<file path="config.mk">
export PLATFORM = sky130hd
export DESIGN_NAME = hazard_forward_unit
export DESIGN_NICKNAME = d
export VERILOG_FILES = /design/src/rtl/hazard_forward_unit.sv
export SDC_FILE = /design/constraint.sdc
export NUM_CORES = 1
export LEC_CHECK = 0
export ABC_AREA = 1
export CAP_MARGIN = 20
export CORE_MARGIN = 4
export CORE_UTILIZATION = 51
export DETAILED_ROUTE_END_ITERATION = 8
export PLACE_DENSITY_LB_ADDON = 0.15
export SYNTH_ARGS = -nofsm -noshare
export SYNTH_HDL_FRONTEND = slang
export SYNTH_SLANG_ARGS = --single-unit
</file>
<file path="constraint.sdc">
create_clock -name clk -period 2.3 [get_ports clk]
set_input_delay 0.46 -clock clk [delete_from_list [all_inputs] [get_ports clk]]
set_output_delay 0.46 -clock clk [all_outputs]
set_load 0.02 [all_outputs]
</file>
<file path="src/rtl/hazard_forward_unit.sv">
// Hazard, forwarding and flush controller for a 5-stage pipeline. A shadow scoreboard
// of the EX/MEM/WB destinations drives operand selects, load-use stalls and redirects.
module hazard_forward_unit #(
   parameter int unsigned REG_ADDR_W      = 3,
   parameter int unsigned OPCODE_W        = 4,
   parameter int unsigned LOAD_USE_STALLS = 1,
   parameter int unsigned CNT_W           = 16
) (
   input  logic                  clk,
   input  logic                  rst_n,
   input  logic                  id_valid,
   input  logic [OPCODE_W-1:0]   id_opcode,
   input  logic [REG_ADDR_W-1:0] id_rs1,
   input  logic [REG_ADDR_W-1:0] id_rs2,
   input  logic                  id_rs1_used,
   input  logic                  id_rs2_used,
   input  logic [REG_ADDR_W-1:0] id_rd,
   input  logic                  id_rd_wr,
   input  logic                  id_is_load,
   input  logic                  id_is_branch,
   input  logic                  id_branch_taken,
   input  logic                  id_is_jump,
   input  logic                  ext_stall,
   output logic [1:0]            fwd_a,
   output logic [1:0]            fwd_b,
   output logic                  stall,
   output logic                  bubble,
   output logic                  pc_src,
   output logic                  kill,
   output logic [CNT_W-1:0]      stall_cnt,
   output logic [CNT_W-1:0]      kill_cnt
);

   if (LOAD_USE_STALLS != 1 && LOAD_USE_STALLS != 2) begin : gBadLoadUseStalls
      $error("LOAD_USE_STALLS must be 1 or 2");
   end

   // With a single load-use bubble, load data is already usable from MEM.
   localparam logic MemLoadFwd = (LOAD_USE_STALLS == 1);

   typedef struct packed {
      logic                  v;
      logic [REG_ADDR_W-1:0] rd;
      logic                  wr;
      logic                  ld;
   } shadowT;

   shadowT exQ, exD, memQ, memD, wbQ, wbD;
   logic [OPCODE_W-1:0] unusedExOpcodeQ, unusedExOpcodeD;
   logic [CNT_W-1:0]    stallCntQ, stallCntD, killCntQ, killCntD;
   logic                hz, redirect;

   function automatic logic writesReg(input shadowT s, input logic [REG_ADDR_W-1:0] r);
      return s.v && s.wr && (s.rd == r) && (r != '0);
   endfunction

   function automatic logic [1:0] fwdSel(input shadowT ex, input shadowT mem, input shadowT wb,
                                         input logic used, input logic [REG_ADDR_W-1:0] r);
      logic [1:0] sel;
      sel = 2'd0;
      if (used) begin
         if (writesReg(ex, r) && !ex.ld) begin
            sel = 2'd1;
         end else if (writesReg(mem, r) && (!mem.ld || MemLoadFwd)) begin
            sel = 2'd2;
         end else if (writesReg(wb, r)) begin
            sel = 2'd3;
         end
      end
      return sel;
   endfunction

   function automatic logic loadHaz(input shadowT ex, input shadowT mem, input logic used,
                                    input logic [REG_ADDR_W-1:0] r);
      return used && ((writesReg(ex, r) && ex.ld) ||
                      (!MemLoadFwd && writesReg(mem, r) && mem.ld));
   endfunction

   always_comb begin
      fwd_a    = fwdSel(exQ, memQ, wbQ, id_rs1_used, id_rs1);
      fwd_b    = fwdSel(exQ, memQ, wbQ, id_rs2_used, id_rs2);
      hz       = id_valid && (loadHaz(exQ, memQ, id_rs1_used, id_rs1) ||
                              loadHaz(exQ, memQ, id_rs2_used, id_rs2));
      stall    = hz | ext_stall;
      bubble   = hz & ~ext_stall;
      // A hazarded branch waits for its operands before redirecting.
      redirect = id_valid & ~stall & (id_is_jump | (id_is_branch & id_branch_taken));
      pc_src   = redirect;
      kill     = redirect;
   end

   always_comb begin
      exD             = exQ;
      memD            = memQ;
      wbD             = wbQ;
      unusedExOpcodeD = unusedExOpcodeQ;
      if (!ext_stall) begin
         wbD  = memQ;
         memD = exQ;
         if (bubble) begin
            exD             = '0;
            unusedExOpcodeD = '0;
         end else begin
            exD.v           = id_valid;
            exD.rd          = id_rd;
            exD.wr          = id_rd_wr & id_valid;
            exD.ld          = id_is_load & id_valid;
            unusedExOpcodeD = id_opcode;
         end
      end
   end

   always_comb begin
      stallCntD = stallCntQ;
      killCntD  = killCntQ;
      if (stall && (stallCntQ != '1)) begin
         stallCntD = stallCntQ + 1'b1;
      end
      if (kill && (killCntQ != '1)) begin
         killCntD = killCntQ + 1'b1;
      end
   end

   always_ff @(posedge clk or negedge rst_n) begin
      if (!rst_n) begin
         exQ             <= '0;
         memQ            <= '0;
         wbQ             <= '0;
         unusedExOpcodeQ <= '0;
         stallCntQ       <= '0;
         killCntQ        <= '0;
      end else begin
         exQ             <= exD;
         memQ            <= memD;
         wbQ             <= wbD;
         unusedExOpcodeQ <= unusedExOpcodeD;
         stallCntQ       <= stallCntD;
         killCntQ        <= killCntD;
      end
   end

   assign stall_cnt = stallCntQ;
   assign kill_cnt  = killCntQ;

endmodule

</file>
==> impl_results.md <==
- Outcome: complete, no violations
- Crit path launch type: primary input
- Final ANT Viol Nets: 0
- Fin nets: 504
- Layout area overhead: 31.1%
- Crit Path Class: primary input to primary output
- YS warnings: 0
- Mapped Cells: 399
- Leading cell types in the layout, fill and taps excluded: nand2_1 (112), inv_1 (60), dfrtp_1 (48)
- Clk_lat worst skew: 300 ps
- Avg WL per Cell: 13.0 µm
- CP required: 1840 ps
- Final core utilization: 0.693
- CORE AREA: 0.00554 mm²
- All-layer global routing usage: 0.212
- Post-CTS setup repair buffer count: 0
- Period utilisation layout: 0.941
- Yosys cell types: 34
- First-pass GRT wire length: 12500 µm
- # DRC: 0
- CP endpoint: fwd_b[0]
- Register area share after synthesis: 0.410
- Power per Cell Area: 718 mW/mm²
- Worst reg-to-reg path cell count: 10
- Slew Limit Headroom: 0.575
- Fmax: 0.462 GHz
- Worst vdd ir: 0.000451 V
- H-tree depth: 2
- Critical path capture point type: primary output
- GP Congestion: 0.940
- RSZ-0062 raised after global routing: false
- Clock Pin Slew Worst Setup and Hold Paths: 90 ps
- Clock Path Buffers: 2
- Drt via density: 5.03
- Clock tree sinks: 48
- Row count: 27
- Grt ovf: 0
- Worst hold slack: 250 ps
- Most common cell after layout, fill and taps aside: nand2_1
- DRT Pass-1 Iters: 4
- Initial antenna violation count: 0
- Final slew viol count: 0
- Final hold viol count: 0
- Die height: 83.8 µm
- Root Buffer: clkbuf_8
- Die X: 83.8 µm
- Routed vias: 2772
- Vias in the first global route: 2797
- LEAKAGE: 1.90 nW
- 1st-iter DRT viols: 112
- Hold crit path type: primary input to asynchronous set/reset pin
- I/O pins: 64
- Pin count of the biggest net entering global routing: 49
- CTS tree: done
- Mapped cell area: 0.00293 mm²
- Syn nets: 425
- N_diodes: 0
- Least-Margin Pin Slew: 637 ps
- Worst R2R Setup Slack: 400 ps
- Initial Util: 0.528
- Max Cap Viol: 0
- Final Routed Wirelength: 7140 µm
- Minimum clock period after layout: 2160 ps
- Die ar.: 0.00702 mm²
- Post-Syn Area per Cell: 7.34 µm²
- Critical Path Fanout Max: 3
- Yosys reg bits: 48
- Share of layout cells above drive strength 1: 0.129
- Worst r2r src: kill_cnt[0]$_DFFE_PN0P_
- DP HPWL: 5450 µm
- I/O Buffers: 59
- CP startpoint: id_rs2[0]
- Worst EP arrival: 1700 ps
- R2r endpoint: kill_cnt[15]$_DFFE_PN0P_
- Max Clock Skew: 9.05 ps
- Inserted Clock Buffers: 5
- Setup violators final: 0
- Hold Buf Count CTS: 0
==> metal layers <==
layer / global-route usage / wire [µm] / up-vias
met5: 0 / 0 / -
met3: 0.0434 / 252 / 9
met1: 0.258 / 3230 / 1292
met4: 0.0453 / 82 / 0
li1: - / - / 1424
met2: 0.387 / 3570 / 47
==> critical path: stages <==
cell and delay, ps:
dlygate4sd2_1 260, inv_2 70, buf_4 120, nor2_1 40, nor2_1 100, o211ai_1 120
nor2_1 150, nand2_1 60, a21boi_0 140, buf_2 190
==> timing repair <==
action | CTS | global route
pin swaps | 1 | 6
resized for setup | 45 | 9
cloned | 0 | 0
endpoints found under the setup margin | 8 | 8
==> layout make-up <==
class / count / area [µm²]
Timing Repair Buffer: 82 / 758
Tap cell: 72 / 90.1
Clock buffer: 6 / 82.6
Sequential cell: 48 / 1200
Fill cell: 486 / 1700
Clock inverter: 2 / 38.8
Multi-Input combinational cell: 274 / 1420
Inverter: 67 / 251
==> worst min path at each step <==
stage / from / endpoint / slack (ps)
finish: rst_n / exQ[4]$_DFFE_PN0N_ / 250
global placement: wbQ[5]$_DFFE_PN0N_ / wbQ[5]$_DFFE_PN0N_ / 470
global route: rst_n / stall_cnt[15]$_DFFE_PN0P_ / 300
detailed placement: wbQ[5]$_DFFE_PN0N_ / wbQ[5]$_DFFE_PN0N_ / 470
floorplan: rst_n / exQ[0]$_DFFE_PN0N_ / 160
CTS: rst_n / memQ[4]$_DFFE_PN0N_ / 270
==> cell families after synthesis <==
kind of cell	count (synthesis)	share of synthesized area
flops	48	0.410
buf+inv	77	0.111
fa+ha+maj	2	0.00855
simple gates	199	0.303
xor+xnor	16	0.0479
compound gates	57	0.120
==> synth_stat cells <==
master / count / share of area
nor4_1: 1 / 0.0021
nor2_2: 1 / 0.0021
buf_6: 3 / 0.012
nand3_1: 37 / 0.063
o211ai_1: 1 / 0.0026
o2111ai_1: 2 / 0.0060
dfrtp_1: 48 / 0.41
xnor2_1: 6 / 0.018
xor2_1: 10 / 0.030
a221oi_1: 1 / 0.0030
nand2_4: 1 / 0.0038
nand4_1: 6 / 0.013
o21ai_1: 7 / 0.012
nand4_2: 1 / 0.0043
nand3_4: 1 / 0.0060
nand3b_1: 2 / 0.0051
nor2_1: 22 / 0.028
nor2_4: 2 / 0.0077
o21ai_2: 1 / 0.0030
buf_2: 1 / 0.0017
o22ai_1: 3 / 0.0064
o21ai_0: 16 / 0.027
inv_1: 62 / 0.079
buf_4: 3 / 0.0077
ha_1: 2 / 0.0085
inv_2: 5 / 0.0064
nand2_1: 115 / 0.15
nand2_2: 2 / 0.0043
clkbuf_1: 3 / 0.0038
nor3_1: 7 / 0.012
nand3_2: 1 / 0.0034
o21bai_1: 16 / 0.041
a21oi_1: 8 / 0.014
a21boi_0: 2 / 0.0051
==> report_power, final <==
group | switching, W | leakage, nW | internal [W]
sequential | 0.000176 | 0.589 | 0.000990
combinational | 0.000495 | 1.25 | 0.000447
clock | 0.000293 | 0.0614 | 0.000356
==> stage by stage <==
step                cell area (µm²)  TNS, ps  cells  setup WS (ps)  total power [W]
floorplan                      2930        0    399            314          0.00170
global placement               3730    -4280    543           -546          0.00211
detailed placement             3730    -4660    543           -566          0.00213
CTS                            3820        0    551           2.76          0.00278
global route                   3840        0    551          0.192          0.00295
finish                         3840        0    551            136          0.00276
==> flip-flops by register name (all words and copies together) (netlist names) <==
register,cells
exQ,6
kill_cnt,16
memQ,5
stall_cnt,16
wbQ,5
No activity file was read; power rests on OpenSTA's default activity.
